[config.mk]
export PLATFORM = sky130hd
export DESIGN_NAME = data_mem_ctrl
export DESIGN_NICKNAME = d
export VERILOG_FILES = /design/src/rtl/data_mem_pkg.sv /design/src/rtl/data_mem_array.sv /design/src/rtl/data_mem_ctrl.sv
export SDC_FILE = /design/constraint.sdc
export NUM_CORES = 2
export LEC_CHECK = 0
export BUFFER_PORTS_ARGS = -buffer_cell sky130_fd_sc_hd__buf_2
export CAP_MARGIN = 20
export CORE_ASPECT_RATIO = 1.5
export CORE_UTILIZATION = 39
export CTS_BUF_LIST = sky130_fd_sc_hd__clkbuf_4 sky130_fd_sc_hd__clkbuf_8
export DETAILED_ROUTE_END_ITERATION = 8
export REMOVE_ABC_BUFFERS = 1
export SLEW_MARGIN = 20
export SYNTH_ARGS = -nofsm -noshare
export SYNTH_HDL_FRONTEND = slang
export SYNTH_SLANG_ARGS = --single-unit
[constraint.sdc]
create_clock -name clk -period 6.7 [get_ports clk]
set_input_delay 0.67 -clock clk [delete_from_list [all_inputs] [get_ports clk]]
set_output_delay 0.67 -clock clk [all_outputs]
set_load 0.1 [all_outputs]
[src/rtl/data_mem_pkg.sv]
// Shared constants for the MEM-stage data memory controller:
// access sizes, FSM state encoding and wait-counter width.
package data_mem_pkg;

    localparam logic [1:0] SIZE_BYTE = 2'd0;
    localparam logic [1:0] SIZE_HALF = 2'd1;
    localparam logic [1:0] SIZE_WORD = 2'd2;
    localparam logic [1:0] SIZE_RSVD = 2'd3;

    localparam logic [1:0] ST_IDLE = 2'd0;
    localparam logic [1:0] ST_WAIT = 2'd1;
    localparam logic [1:0] ST_RESP = 2'd2;

    localparam int CNT_W = 4;

endpackage

[src/rtl/data_mem_array.sv]
// Word-organised byte storage with per-lane write enables.
// Lane 0 is the most significant byte (big-endian layout).
module data_mem_array #(
    parameter int unsigned DEPTH_BYTES = 256,
    parameter int unsigned IW          = 6
) (
    input  logic          clk,
    input  logic [IW-1:0] index,
    input  logic [3:0]    be,
    input  logic [31:0]   wword,
    output logic [31:0]   rword
);

    localparam int unsigned WORDS = DEPTH_BYTES / 4;

    logic [31:0] mem [WORDS];

    always_ff @(posedge clk) begin
        for (int l = 0; l < 4; l++) begin
            if (be[l]) begin
                mem[index][31-8*l -: 8] <= wword[31-8*l -: 8];
            end
        end
    end

    assign rword = mem[index];

endmodule

[src/rtl/data_mem_ctrl.sv]
// Handshaked big-endian data memory for the MEM stage with
// configurable base address, depth and wait states.
module data_mem_ctrl
    import data_mem_pkg::*;
#(
    parameter logic [31:0] BASE_ADDR   = 32'd1024,
    parameter int unsigned DEPTH_BYTES = 256,
    parameter int unsigned WAIT_CYCLES = 1
) (
    input  logic        clk,
    input  logic        rst,
    input  logic        req_valid,
    output logic        req_ready,
    input  logic        req_write,
    input  logic [1:0]  req_size,
    input  logic [31:0] address,
    input  logic [31:0] wdata,
    output logic        resp_valid,
    input  logic        resp_ready,
    output logic [31:0] rdata,
    output logic        resp_err
);

    localparam int unsigned IW =
        (DEPTH_BYTES > 4) ? $clog2(DEPTH_BYTES) - 2 : 1;
    localparam logic [31:0] DEPTH32 = 32'(DEPTH_BYTES);
    localparam logic NO_WAIT = (WAIT_CYCLES == 0);
    localparam logic [CNT_W-1:0] CNT_INIT =
        (WAIT_CYCLES > 0) ? CNT_W'(WAIT_CYCLES - 1) : '0;

    logic [1:0]       state;
    logic [CNT_W-1:0] cnt;
    logic             l_write;
    logic [1:0]       l_size;
    logic [31:0]      l_addr;
    logic [31:0]      l_wdata;

    logic             in_idle;
    logic             accept;
    logic             to_resp;
    logic             c_write;
    logic [1:0]       c_size;
    logic [31:0]      c_addr;
    logic [31:0]      c_wdata;
    logic [31:0]      offset;
    logic [1:0]       lane;
    logic             err;
    logic [3:0]       be;
    logic [3:0]       we;
    logic [31:0]      wword;
    logic [31:0]      rword;
    logic [31:0]      rsh;
    logic [31:0]      rsteer;
    logic [31:0]      rd_val;

    assign in_idle    = (state == ST_IDLE);
    assign req_ready  = in_idle;
    assign resp_valid = (state == ST_RESP);
    assign accept     = req_valid && in_idle && rst;

    // With no wait states the commit edge is the acceptance edge,
    // so the live request is used instead of the latched copy.
    assign c_write = in_idle ? req_write : l_write;
    assign c_size  = in_idle ? req_size  : l_size;
    assign c_addr  = in_idle ? address   : l_addr;
    assign c_wdata = in_idle ? wdata     : l_wdata;

    assign to_resp = (accept && NO_WAIT)
                  || ((state == ST_WAIT) && (cnt == '0));

    assign offset = c_addr - BASE_ADDR;
    assign lane   = offset[1:0];

    assign err = (c_addr < BASE_ADDR)
              || (offset >= DEPTH32)
              || (c_size == SIZE_RSVD)
              || ((c_size == SIZE_HALF) && c_addr[0])
              || ((c_size == SIZE_WORD) && (c_addr[1:0] != 2'b00));

    always_comb begin
        be     = 4'b1111;
        wword  = c_wdata;
        rsh    = rword << {lane, 3'b000};
        rsteer = rword;
        unique case (c_size)
            SIZE_BYTE: begin
                be     = 4'b0001 << lane;
                wword  = {4{c_wdata[7:0]}};
                rsteer = {24'h0, rsh[31:24]};
            end
            SIZE_HALF: begin
                be     = 4'b0011 << lane;
                wword  = {2{c_wdata[15:0]}};
                rsteer = {16'h0, rsh[31:16]};
            end
            default: begin
                be     = 4'b1111;
                wword  = c_wdata;
                rsteer = rword;
            end
        endcase
    end

    assign we     = (to_resp && !err && c_write) ? be : 4'b0000;
    assign rd_val = (err || c_write) ? 32'h0 : rsteer;

    data_mem_array #(
        .DEPTH_BYTES(DEPTH_BYTES),
        .IW         (IW)
    ) u_array (
        .clk  (clk),
        .index(offset[IW+1:2]),
        .be   (we),
        .wword(wword),
        .rword(rword)
    );

    always_ff @(posedge clk or negedge rst) begin
        if (!rst) begin
            state    <= ST_IDLE;
            cnt      <= '0;
            l_write  <= 1'b0;
            l_size   <= SIZE_BYTE;
            l_addr   <= '0;
            l_wdata  <= '0;
            rdata    <= '0;
            resp_err <= 1'b0;
        end else begin
            unique case (state)
                ST_IDLE: begin
                    if (accept) begin
                        l_write <= req_write;
                        l_size  <= req_size;
                        l_addr  <= address;
                        l_wdata <= wdata;
                        if (NO_WAIT) begin
                            state <= ST_RESP;
                        end else begin
                            state <= ST_WAIT;
                            cnt   <= CNT_INIT;
                        end
                    end
                end
                ST_WAIT: begin
                    if (cnt == '0) begin
                        state <= ST_RESP;
                    end else begin
                        cnt <= cnt - 1'b1;
                    end
                end
                ST_RESP: begin
                    if (resp_ready) begin
                        state <= ST_IDLE;
                    end
                end
                default: state <= ST_IDLE;
            endcase
            if (to_resp) begin
                rdata    <= rd_val;
                resp_err <= err;
            end
        end
    end

endmodule

== After elaboration in Yosys (flattened, before gate mapping) ==
Memory sizes are Yosys's and may differ from the RTL's.
Index checks and enable logic that the tools add are counted.
Operators by class
  add/subtract/negate cells: 2
  multipliers: 0
  divide/modulo/power cells: 0
  $lt $le $gt $ge: 2
  equality and inequality tests: 9
  shifts and indexed selects: 3
  multiplexer cells: 24
  bitwise logic cells: 0
  reduce and logical (&&, ||, !) cells: 21
Operators by type and width (number)
  one-hot mux 32 bit (2 select lines): 2
  2-to-1 mux 32 bit: 3
  greater-or-equal comparator 32 x 9 -> 1 bit (second input constant): 1
  less-than comparator 32 x 11 -> 1 bit (second input constant): 1
  left shift 32 x 5 -> 32 bit: 1
  subtractor 32 x 11 -> 32 bit (second input constant): 1
  one-hot mux 4 bit (2 select lines): 2
  2-to-1 mux 4 bit: 3
  2-to-1 mux 1 bit: 9
  2-to-1 mux 2 bit: 4
  logical AND 1 bit: 7
  equality test 2 bit (second input constant): 3
  != test 2 x 1 -> 1 bit (second input constant): 3
  one-hot mux 2 bit (3 select lines): 1
  AND reduction 3 bit: 2
  logical OR 1 bit: 5
  equality test 2 x 1 -> 1 bit (second input constant): 2
  logical NOT 2 bit: 2
  logical NOT 4 bit: 1
  nonzero test 2 bit: 2
  left shift 1 x 2 -> 4 bit (first input constant): 1
  left shift 2 x 2 -> 4 bit (first input constant): 1
  subtractor 4 x 1 -> 4 bit (second input constant): 1
  != test 2 bit (second input constant): 1
  other kinds (2): 2
Storage, ports and cells
  flip-flop bits (word level): 106
  latch bits: 0
  memory bits (writable): 2048
  ROM bits: 0
  bits of input ports: 71
  output and inout bits: 35
  word-level logic and storage cells: 70
  memories kept: 1
Memories
  u_array.mem: depth 64, bits a word 32, rd ports 1, clocked after Yosys merged registers in 0, write ports 1, RTL line data_mem_array.sv:16  | logic [31:0] mem [WORDS];

== Logic depth before layout (Yosys ltp) ==
  depth in word-level cells: 14
  depth in mapped cells: 17
  depth with buffers taken out: 11

== By module ==
Synthesis repeated with hierarchy kept, for this count alone.
Unflattened totals
  cells, all modules: 5087
  area total of the unflattened synthesis: 84568.6 um^2
Modules (own cells, without submodules)
  data_mem_array: times used 1, cells each 4449, area an instance 78358.9 um^2, sequential area each 61499.0 um^2
  data_mem_ctrl: times used 1, cells each 638, area an instance 6209.7 um^2, sequential area each 2652.5 um^2

== Worst setup path after synthesis ==
OpenSTA, ideal clock, no wires.
  path type: reg2reg
  from: register state[1]
  to: memory u_array.mem[0][16] (data pin)
  setup time: 0.588 ns
  arrival time: 5.018 ns
  data required time: 6.112 ns
  setup slack: 1.094 ns
  cell stages (with the launch flop): 11
  period minus slack after synthesis: 5.606 ns
  cells stage by stage: dfrtp_1 -> or2_1 -> buf_6 -> inv_2 -> buf_6 -> buf_2 -> buf_1 -> buf_1 -> buf_1 -> nand2_1 -> a31oi_1
Between the ends
  word-level cells in the longest chain between the ends: 4
Ends and longest elaborated chain
  from (decl): RTL line data_mem_ctrl.sv:31  | logic [1:0] state;
  from (signal assigned): RTL line data_mem_ctrl.sv:120  | state <= ST_IDLE;
  from (signal assigned): RTL line data_mem_ctrl.sv:137  | state <= ST_RESP;
  from (signal assigned): RTL line data_mem_ctrl.sv:139  | state <= ST_WAIT;
  logical NOT 2 bit (*): RTL line data_mem_ctrl.sv:56  | assign in_idle = (state == ST_IDLE);
  via req_ready: RTL line data_mem_ctrl.sv:13  | output logic req_ready,
  2-to-1 mux 2 bit: RTL line data_mem_ctrl.sv:64  | assign c_size = in_idle ? req_size : l_size;
  equality test 2 x 1 -> 1 bit or logical NOT 2 bit (tied branches): RTL line data_mem_ctrl.sv:85  | unique case (c_size)
  one-hot mux 32 bit (2 select lines) (*): RTL line data_mem_ctrl.sv:85
  via u_array.wword[16]: RTL line data_mem_array.sv:10  | input logic [31:0] wword,
  to (decl): RTL line data_mem_array.sv:16
Mark *: on every way through the listed nets, which the timed path passes. The rest lies on a longest branch.

== Worst setup path after layout ==
  from: register state[1]
  to: register rdata[14]
Between the ends
  word-level cells in the longest chain between the ends: 10
Ends and longest elaborated chain
  branches (longest 10 deep; another with subtractor 32 x 11 -> 32 bit)
  to (signal assigned): RTL line data_mem_ctrl.sv:159  | rdata <= rd_val;
  to (decl): RTL line data_mem_ctrl.sv:20  | output logic [31:0] rdata,
Several ways; the timed one is not identified.
A chain may end at the register's enable or synchronous reset.

==> results.toml <==
[power_and_ir_drop]
p_per_area_nw_per_um2 = 519
p_leak_nw = 31.9
peakVddDrop_uv = 649

[synth]
netlist-cell-type-count = 82
yosysTopAreaCell = "edfxtp_1"
ys_warn_count = 0
synthTopCellsByArea = "edfxtp_1 (74%), o22ai_1 (4.3%), nand2_1 (3.6%)"
synth_top_family_by_area = "compound AO/OA/AOI/OAI gates"
synth.avg_cell_area_um2 = 14.4
synth_area_um2 = 83600
synthAdderAreaFrac_pct = 0.0299
synth-edff-count = 2048
yosysTopAreaCellShare_pct = 73.5
syn_inst = 5792
yosysSeqAreaShare_pct = 76.7
synth-seq-cells = 2154
synthXorXnorAreaFrac_pct = 0.0628
synth-simple-area-share_pct = 8.59
synth_compound_area_share_pct = 11.2
ys.flop_type = "edfxtp_1"
async_flop_share_pct = 4.92
synthMuxAreaShare_pct = 0.947

[routing]
drtIter0Drc = 8440
vias = 58800
drc = 0
routed_wl_um = 317000
via_per_inst = 6.32
wl_per_cell_um = 34.1
final_antenna_net_count = 0
first_pass_iters = 7

[cts]
cts_tree = "built"
clock_path_buffers = 4
clockRootBuffer = "clkbuf_8"
numClockSinks = 2154
htreeDepth = 5
cts_resized = 0
cts_setup_buffers = 0
cts_buffers = 304
clock_latency_ns = 0.99
clk_pin_slew_worst_paths_ns = 0.07

[timing]
finalSetupViolations = 0
slew_violations = 0
rsz0062_at_grt = "false"
finalHoldViolations = 0
fin_setup_tns_ns = 0
period_needed_ns = 6.19
tightest_slew_ns = 1.27
layout_setup_ws_ns = 0.511
whs_ns = 0.105
maxSlewHeadroom_pct = 14.7
period_share_pct = 92.4
finClkSkew_ns = 0.0634
fmax_mhz = 162

[finish]
layout_commonest_cell = "edfxtp_1"
fillCellCount = 18700
drive_above_1_share_pct = 16.8
seqCellArea_um2 = 64200
finalNonFillerCells = 9309
fin_util_pct = 45.4
nets = 6315
multi_input_area_um2 = 18000
final_cell_mix = "edfxtp_1 (2,048), nand2_1 (780), o22ai_1 (574)"
area_growth_pct = 15.5

[placed_design]
dp_cells = 8694
dp_slack_ns = 0.723
dpl.hpwl_um = 195000
port_buffers = 105
gp_congestion = 0.942

[critical_path]
critPathMaxStageDelay_ns = 0.94
cp-start-kind = "flip-flop"
crit_family = "compound AO/OA/AOI/OAI gates"
slowest_stage = "a2111oi_1"
cp_data_required_time_ns = 7.57
worstPathMaxFanout = 30
arrival_ns = 7.06
cp_cell_sequence = "buf_4 > or2_4 > buf_4 > buf_4 > mux2i_4 > buf_4 > a21oi_1 > a211oi_1 > a21oi_1 > a2111oi_1 > nand3_1 > o22a_1 > and2_1 > o21ai_0"
worstSetupPathType = "flip-flop to flip-flop"
endpoint_kind = "flip-flop"
cp_common_cell = "buf_4"
cp_num_buf_inv = 4

[grt]
grt_pass1_vias = 57500
grt_max_degree = 88
grt_usage_pct = 28.5
grt_pass1_wl_um = 439000
gr-total-overflow = 0
antenna_found_initial = 20

[floorplanning]
rows = 207
io-pin-count = 106
core_um2 = 213000
die_y_um = 569
die_w_um = 380
die-area_um2 = 216000
start_util_pct = 39.3

[min_path]
hp-class = "primary input to flip-flop"

[run_status]
status = "finished clean"

[job]
drv_cap = 0
-- flip-flops by register name (all words and copies together) (netlist names) --
name / flops
rdata: 32
l_wdata: 32
u_array.mem: 2048
cnt: 4
state: 2
l_addr: 32
l_size: 2
resp_err: 1
l_write: 1
-- cell families (layout without fill, tap and decap cells) --
| family | Yosys count | after routing |
|---|---|---|
| simple gates | 1650 | 1650 |
| other cells | 0 | 12 |
| compound gates | 1472 | 1472 |
| buf+inv | 436 | 1120 |
| mux | 72 | 72 |
| fa+ha+maj | 2 | 2 |
| xor+xnor | 6 | 6 |
| flops | 2154 | 2154 |
-- layer usage --
| layer | vias up | GRT usage, % | part of all wire [%] |
|---|---|---|---|
| met5 | - | 0 | 0.030 |
| met4 | 14 | 20.1 | 7.9 |
| met3 | 1101 | 6.68 | 11 |
| met2 | 4673 | 45.2 | 46 |
| met1 | 29400 | 34.3 | 35 |
| li1 | 23600 | - | - |
-- per-stage QoR --
step	area (um^2)	total power, mW
floorplan	81600	28.6
global placement	89700	38.9
detailed placement	89800	39.1
CTS	96500	49.6
global route	96600	51.0
finish	96600	50.1
-- report_power, final --
| group | internal (mW) | switching, mW | leakage (nW) | total, mW |
|---|---|---|---|---|
| Clock | 5.57 | 5.15 | 3.22 | 10.7 |
| Sequential | 18.7 | 0.314 | 19.8 | 19.0 |
| Combinational | 4.17 | 16.2 | 8.81 | 20.4 |
| Total | 28.5 | 21.7 | 31.9 | 50.1 |
-- synth_stat cells (8+ instances only) --
library cell,count
edfxtp_1,2048
nand2_1,793
o22ai_1,574
a21oi_1,392
nor2_1,317
nor3_1,264
buf_2,194
clkbuf_1,148
o21ai_0,116
dfrtp_1,106
nand3_1,97
a32oi_1,88
o221ai_1,69
nor4_1,64
mux2i_1,62
a31oi_1,55
buf_1,55
a22oi_1,32
a211oi_1,25
nand4_1,23
buf_4,22
or4_1,22
o31ai_1,17
o211ai_1,14
a22o_1,12
and3_1,12
a32o_1,10
nor2b_1,10
or3_1,10
inv_1,9
a222oi_1,8
-- repair_timing --
item / in CTS / in global routing
endpoints found under the setup margin: 0 / 0
endpoints found under the hold margin: 110 / 0
hold buffers: 61 / 0
-- area by class of cell --
class | instances | share of cell area (%)
sequential | 2154 | 66.4
multi-input combinational | 3202 | 18.6
clock buffer | 388 | 5.08
timing repair buffer | 570 | 4.87
tap | 2821 | 3.65
clock inverter | 152 | 1.27
inverter | 10 | 0.0402
antenna | 12 | 0.0311
-- worst paths after layout --
path	start	endpoint	slack, ns	depth (start not counted)
worst max-delay path	state[1]$_DFFE_PN0P_	rdata[14]$_DFFE_PN0P_	0.51	14
worst min-delay path	resp_ready	state[1]$_DFFE_PN0P_	0.11	2
worst max register to register	state[1]$_DFFE_PN0P_	rdata[14]$_DFFE_PN0P_	0.51	14
worst min register to register	l_addr[8]$_DFFE_PN0P_	l_addr[8]$_DFFE_PN0P_	0.47	2
max in group asynchronous	rst	rdata[23]$_DFFE_PN0P_	4.90	3
min in group asynchronous	rst	l_wdata[2]$_DFFE_PN0P_	0.29	2
Note: power is estimated with default switching activity, not from simulation.
